[src/rtl/pipe_hazard_ctrl.sv]
// Stall/flush scheduler for the 7-register pipeline, including exception/eret entry sequencing.
// Define STALL_PERF_EN to build the stall_cycles / exc_count performance counters.
module pipe_hazard_ctrl #(
    parameter int unsigned EXC_HOLD_MAX = 16
) (
    input  logic        clk,
    input  logic        rst,
    input  logic        icache_busy,
    input  logic        load_use,
    input  logic        div_busy,
    input  logic        dcache_busy,
    input  logic        exc_req,
    input  logic        exc_is_eret,
    output logic        pc_wr,
    output logic        pf_if_wr,
    output logic        if_id_wr,
    output logic        id_ex_wr,
    output logic        ex_mem1_wr,
    output logic        mem1_mem2_wr,
    output logic        mem2_wb_wr,
    output logic        pf_if_flush,
    output logic        if_id_flush,
    output logic        id_ex_flush,
    output logic        ex_mem1_flush,
    output logic        mem1_mem2_flush,
    output logic        mem2_wb_flush,
    output logic        redirect_valid,
    output logic        redirect_eret,
    output logic        drain_timeout,
    output logic [31:0] stall_cycles,
    output logic [31:0] exc_count
);

    typedef enum logic [1:0] {RUN, DRAIN, FLUSH, IC_WAIT} state_e;

    // Register positions along the pipe; PC is 0 and has no flush strobe, so 0 also means "no bubble".
    localparam logic [2:0] IDX_NONE      = 3'd0;
    localparam logic [2:0] IDX_IF_ID     = 3'd2;
    localparam logic [2:0] IDX_ID_EX     = 3'd3;
    localparam logic [2:0] IDX_EX_MEM1   = 3'd4;
    localparam logic [2:0] IDX_MEM1_MEM2 = 3'd5;
    localparam logic [2:0] IDX_MEM2_WB   = 3'd6;

    state_e      state_q, state_d;
    logic        eret_q, eret_d;
    logic [31:0] drain_cnt_q, drain_cnt_d;
    logic [2:0]  bubble;
    logic [6:0]  wr;
    logic [6:1]  fl;

    always_comb begin
        // NOTE: every signal written here gets a default first, so no path can infer a latch.
        state_d        = state_q;
        eret_d         = eret_q;
        drain_cnt_d    = '0;
        bubble         = IDX_NONE;
        wr             = '1;
        fl             = '0;
        redirect_valid = 1'b0;
        redirect_eret  = 1'b0;
        drain_timeout  = 1'b0;

        unique case (state_q)
            RUN: begin
                if (exc_req) begin
                    eret_d = exc_is_eret;
                    if (dcache_busy) begin
                        bubble  = IDX_MEM2_WB;
                        state_d = DRAIN;
                    end else begin
                        bubble  = IDX_MEM1_MEM2;
                        state_d = FLUSH;
                    end
                end else if (dcache_busy) bubble = IDX_MEM2_WB;
                else if (div_busy)        bubble = IDX_EX_MEM1;
                else if (load_use)        bubble = IDX_ID_EX;
                else if (icache_busy)     bubble = IDX_IF_ID;
            end
            DRAIN: begin
                // Saturating so the timeout pulse fires once per drain episode.
                drain_cnt_d   = (drain_cnt_q == EXC_HOLD_MAX) ? drain_cnt_q : drain_cnt_q + 32'd1;
                drain_timeout = (drain_cnt_q == EXC_HOLD_MAX - 1);
                if (dcache_busy) begin
                    bubble = IDX_MEM2_WB;
                end else begin
                    bubble  = IDX_MEM1_MEM2;
                    state_d = FLUSH;
                end
            end
            FLUSH: begin
                wr             = 7'b1000001;
                fl             = 6'b011111;
                redirect_valid = 1'b1;
                redirect_eret  = eret_q;
                state_d        = icache_busy ? IC_WAIT : RUN;
            end
            IC_WAIT: begin
                wr = 7'b1111000;
                fl = 6'b000011;
                if (!icache_busy) state_d = RUN;
            end
            default: state_d = RUN;
        endcase

        // Held upstream of the bubble, bubble register flushed, downstream keeps flowing.
        if (bubble != IDX_NONE) begin
            for (int i = 0; i < 7; i++) wr[i] = (i > int'(bubble));
            for (int i = 1; i < 7; i++) fl[i] = (i == int'(bubble));
        end

        if (!rst) begin
            wr             = '0;
            fl             = '1;
            redirect_valid = 1'b0;
            redirect_eret  = 1'b0;
            drain_timeout  = 1'b0;
        end
    end

    // NOTE: state flops use non-blocking assignments; reset is synchronous and active-low.
    always_ff @(posedge clk) begin
        if (!rst) begin
            state_q     <= RUN;
            eret_q      <= 1'b0;
            drain_cnt_q <= '0;
        end else begin
            state_q     <= state_d;
            eret_q      <= eret_d;
            drain_cnt_q <= drain_cnt_d;
        end
    end

    assign pc_wr           = wr[0];
    assign pf_if_wr        = wr[1];
    assign if_id_wr        = wr[2];
    assign id_ex_wr        = wr[3];
    assign ex_mem1_wr      = wr[4];
    assign mem1_mem2_wr    = wr[5];
    assign mem2_wb_wr      = wr[6];
    assign pf_if_flush     = fl[1];
    assign if_id_flush     = fl[2];
    assign id_ex_flush     = fl[3];
    assign ex_mem1_flush   = fl[4];
    assign mem1_mem2_flush = fl[5];
    assign mem2_wb_flush   = fl[6];

`ifdef STALL_PERF_EN
    logic [31:0] stall_cycles_q, stall_cycles_d;
    logic [31:0] exc_count_q, exc_count_d;

    always_comb begin
        stall_cycles_d = stall_cycles_q + 32'(!wr[0]);
        exc_count_d    = exc_count_q + 32'(state_q == FLUSH);
    end

    always_ff @(posedge clk) begin
        if (!rst) begin
            stall_cycles_q <= '0;
            exc_count_q    <= '0;
        end else begin
            stall_cycles_q <= stall_cycles_d;
            exc_count_q    <= exc_count_d;
        end
    end

    assign stall_cycles = stall_cycles_q;
    assign exc_count    = exc_count_q;
`else
    assign stall_cycles = '0;
    assign exc_count    = '0;
`endif

endmodule
[config.mk]
export PLATFORM = sky130hd
export DESIGN_NAME = pipe_hazard_ctrl
export DESIGN_NICKNAME = d
export VERILOG_FILES = /design/src/rtl/pipe_hazard_ctrl.sv
export SDC_FILE = /design/constraint.sdc
export NUM_CORES = 1
export LEC_CHECK = 0
export ABC_AREA = 0
export BUFFER_PORTS_ARGS = -buffer_cell sky130_fd_sc_hd__buf_4
export CAP_MARGIN = 20
export CORE_UTILIZATION = 40
export CTS_BUF_LIST = sky130_fd_sc_hd__clkbuf_16
export DETAILED_ROUTE_END_ITERATION = 12
export HOLD_SLACK_MARGIN = 0.12
export PLACE_DENSITY = 0.71
export SLEW_MARGIN = 30
export SYNTH_ARGS = -nofsm -noshare
export SYNTH_HDL_FRONTEND = slang
export SYNTH_SLANG_ARGS = --single-unit
[constraint.sdc]
create_clock -name clk -period 2.02 [get_ports clk]
set_input_delay 0.101 -clock clk [delete_from_list [all_inputs] [get_ports clk]]
set_output_delay 0.101 -clock clk [all_outputs]
set_load 0.005 [all_outputs]
* After elaboration in Yosys (flattened, before gate mapping) *
Index checks and enable logic that the tools add are counted.

storage, ports and cells
  memory bits (read-only) = 0
  output and inout bits = 80
  memories = 0
  logic and storage cells = 54
  memory bits (writable) = 0
  flip-flop bits (word level) = 35
  input port bits = 8
  bits in latches = 0

cells by class
  $add $sub $neg = 1
  multipliers = 0
  shifts and indexed selects = 0
  magnitude comparators = 6
  eq/ne operators = 14
  divide/modulo/power cells = 0
  muxes and demuxes = 25
  bitwise operators = 0
  reductions and logical operators = 5

operators with widths
  kind                   number
  $add 32x1->32 const B  1
  $eq 32x4->1 const B    1
  $eq 32x5->1 const B    1
  $mux 2                 8
  $mux 7                 2
  $eq 3x3->1 const A     4
  $mux 6                 2
  $pmux 6 s2             1
  $pmux 5 s2             1
  $gt 3x3->1 const A     3
  $mux 3                 3
  $pmux 2 s4             1
  $eq 2x3->1 const A     2
  $gt 2x3->1 const A     2
  $mux 1                 6
  $ne 2x2->1 const B     3
  $pmux 3 s2             1
  $eq 2x2->1 const B     2
  $reduce_and 2->1       2
  $gt 1x3->1 const A     1
  $reduce_and 3->1       1
  $reduce_bool 3->1      1
  $eq 2x1->1 const B     1
  $logic_not 2->1        1

* Longest topological paths before layout *
  word-level depth = 9
  mapped depth = 7
  gate-level depth less buffers = 6

* Worst setup path after synthesis *
No wires, ideal clock.

  kind = flip-flop to flip-flop
  start point = register drain_cnt_q[1]
  end point = register drain_cnt_q[16]
  path slack = 400 ps
  clock period less this slack = 1,620 ps
  path buffers = 0
  cell stages (with the launch flop) = 7
  library setup time = 71 ps
  arrival = 1,549 ps
  required time = 1,949 ps
  cells stage by stage = dfxtp_1 > ha_1 > nand4_1 > nor4_4 > nand2_1 > or3_1 > a21oi_1

on the way
  longest elaborated chain between the ends = 1
  elaborated cells on any way between the ends = 2
  classes of those cells = add/sub: 1; eq/ne: 1

RTL lines
  item                                                 RTL line  source
  start: declaration                                   46        logic [31:0] drain_cnt_q, drain_cnt_d;
  start signal: assignment                             129       drain_cnt_q <= drain_cnt_d;
  $add 32x1->32 / $eq 32x5->1 (equally long branches)  81        drain_cnt_d = (drain_cnt_q == EXC_HOLD_MAX) ? drain_cnt_q : drain_cnt_q + 32'd1;

Parallel ways exist; a longest one is shown, timed or not.
A chain may end at the register's enable or synchronous reset.

* Worst setup path in the final report *
  start point = register drain_cnt_q[30]
  end point = output drain_timeout

on the way
  longest elaborated chain between the ends = 3

RTL lines
  item              RTL line  source
  $eq 32x4->1       82        drain_timeout = (drain_cnt_q == EXC_HOLD_MAX - 1);
  $mux 1            63        unique case (state_q)
  $mux 1            111       if (!rst) begin
  end: declaration  29        output logic drain_timeout,

No other way between the ends.

==> impl_metrics.yaml <==
critical_path:
  crit_chain: "nor4_2 > nand4_1 > or3_4 > nor4_4 > buf_4"
  max_stage_delay_ns: 0.41
  crit_buf_inv: 1
  worstPathArrival_ns: 1.81
  path_class: "flip-flop to primary output"
  critPathRequiredTime_ns: 1.92
  crit_path_max_fanout: 3
  crit_path_start_kind: "flip-flop"
  crit_family: "simple AND/OR/NAND/NOR gates"
  worst_setup_path_end_kind: "primary output"
  slowest_stage: "or3_4"
hold_path:
  hold_class: "input port to flip-flop"
logic_synthesis:
  synthAdderAreaFrac: 0.0108
  synthXorXnorAreaFrac: 0.0942
  synth_top_family_by_area: "simple AND/OR/NAND/NOR gates"
  synth_mux_area_frac: 0.00431
  ys_seq_elements: 35
  syn_area_um2: 2320
  synth_cell_types: 36
  yosysTopAreaCell: "dfxtp_1"
  synthSimpleGateAreaFrac: 0.299
  ys_async_sr_fraction: 0
  synth_top_area_frac: 0.302
  synth_compound_area_frac: 0.0533
  yosys_warnings: 0
  yosysSeqAreaShare: 0.302
  netlist_instances: 288
  synth_edf_count: 0
  synth.avg_cell_area_um2: 8.07
  netlist_top_cells_area: "dfxtp_1 30%, buf_4 22%, xor2_1 8.3%"
  ys.flop_type: "dfxtp_1"
sta:
  hold_viol: 0
  fmax_ghz: 0.523
  finalSetupViolCount: 0
  fin_crit_ns: 1.91
  worst_clock_skew_ns: 0.00378
  final_max_slew_viol_count: 0
  fin_tns_setup_ns: 0
  fin_crit_sh: 0.946
  hold_ws_ns: 0.129
  rsz0062_at_grt: "no"
  fin_ws_ns: 0.108
cells_and_area:
  num-fill-cells: 533
  finish.utilization: 0.468
  antenna_cells: 0
  seqCellArea_um2: 709
  multi_input_area_um2: 1380
  final_cells: 392
  syn_to_final_growth_pct: 11.7
  drive_gt1_frac: 0.191
  layout.nets: 329
run:
  maxCapViolations: 0
grt:
  grt_usage: 0.129
  grt_overflow: 0
  antenna_found_initial: 0
  grt_max_degree: 22
  grt_first_pass_wirelength_mm: 6.22
  grt_pass1_vias: 1480
floorplanning:
  die_area_um2: 6120
  row_count: 27
  initial_core_util: 0.419
  io-pin-count: 88
  die_h_um: 78.2
  die_w_um: 78.2
  core_um2: 5540
drt:
  drcViolationCount: 0
  drt_iter0_markers: 64
  ant_nets: 0
  wl_per_cell_um: 10.3
  wl_mm: 4.03
  vias: 1738
  avgViaCountPerCell: 4.43
  drt_pass1_iterations: 4
place:
  pre_cts_ws_ns: 0.183
  hpwl_mm: 2.83
  place.gp.congestion: 0.724
  io_buffer_count: 23
  place_inst: 380
clock_network:
  clk_pin_slew_ns: 0.05
  cts_tree: "yes"
  worstSkewPairLatency_ns: 0.28
  clock-sinks: 35
  htree_levels: 2
  cts_root_buffer: "clkbuf_16"
  cts_buffers: 5
  clockBufferDepth: 2
power_and_ir_drop:
  ir_drop_uv: 366
  p_per_area_nw_per_um2: 590
  p_leak_nw: 1.11
status:
  status: "finished, final reports clean"
flip-flops by register name (all words and copies together), names as in the netlist:
signal,flops
state_q,2
eret_q,1
drain_cnt_q,32
layout make-up:
type	count	area share
clock buffers	5	0.0482
inverters	5	0.00723
multi-input cells	238	0.532
well taps	72	0.0347
flip-flops and latches	35	0.273
clock inverters	3	0.00482
repair buffers	34	0.0993
cells in the mapped netlist (all sizes together) (2+ instances only):
cell type and count:
a21oi 10, and2 4, and3 5, and4 4
buf 71, clkbuf 2, dfxtp 35, ha 2
inv 5, nand2 17, nand2b 3, nand3 12
nand4 15, nor2 40, nor3 2, nor4 11
o21a 3, o21ai 7, or3 8, xnor2 3
xor2 22
repair_timing:
item	CTS	global route
buffers inserted	1	2
hold endpoints to repair	1	0
gates resized for setup	2	15
pin swaps	2	9
hold buffers	1	0
setup endpoints to repair	1	2
layout by cell type (no fill, tap or decap), types with 2 or more instances in the layout:
cell,count
a21oi_1,10
and2_1,4
and3_1,5
and4_1,4
buf_4,33
clkbuf_16,5
conb_1,64
dfxtp_1,30
dfxtp_2,4
inv_1,7
nand2_1,17
nand2b_1,3
nand3_1,11
nand4_1,13
nor2_1,39
nor3_1,2
nor4_2,6
nor4_4,4
o21a_1,3
o21ai_0,7
or3_1,7
xnor2_1,3
xor2_1,22
worst reg2reg max path, stage by stage (launching register included):
cell and delay [ns]:
dfxtp_2 0.34, nor4_2 0.31, nand4_1 0.19, buf_4 0.18, nor4_4 0.44, mux2i_1 0.27, nor2_1 0.05
per-stage QoR:
stage               power, mW  cell area, um2
floorplan               0.880            2560
global placement        0.835            2350
detailed placement      0.836            2350
CTS                      1.56            2510
global route             1.59            2590
finish                   1.53            2590
metal layers:
layer  wire, um  global-route usage  up-vias
li1           -                   -      904
met1       1830               0.154      769
met2       1950               0.215       60
met3        175              0.0279        5
met4         75              0.0722        0
met5          0                   0        -
worst paths after layout:
check,slack [ns],end,start,depth (start not counted)
max reg2reg,0.13,drain_cnt_q[1],drain_cnt_q[30],6
max,0.11,drain_timeout,drain_cnt_q[30],5
min reg2reg,0.47,eret_q,eret_q,2
min,0.13,state_q[1],dcache_busy,3
logic make-up after synthesis:
| group | Yosys count |
|---|---|
| compound gates | 22 |
| fa+ha+maj | 2 |
| mux | 1 |
| xor+xnor | 25 |
| simple gates | 124 |
| flops | 35 |
| other cells | 1 |
| buf+inv | 78 |
power by group:
group	total (mW)	switching (mW)	internal, mW
Sequential	0.703	0.00795	0.695
Clock	0.708	0.264	0.444
Combinational	0.121	0.0735	0.0477
Total	1.53	0.345	1.19
Note: power is estimated with default switching activity, not from simulation.
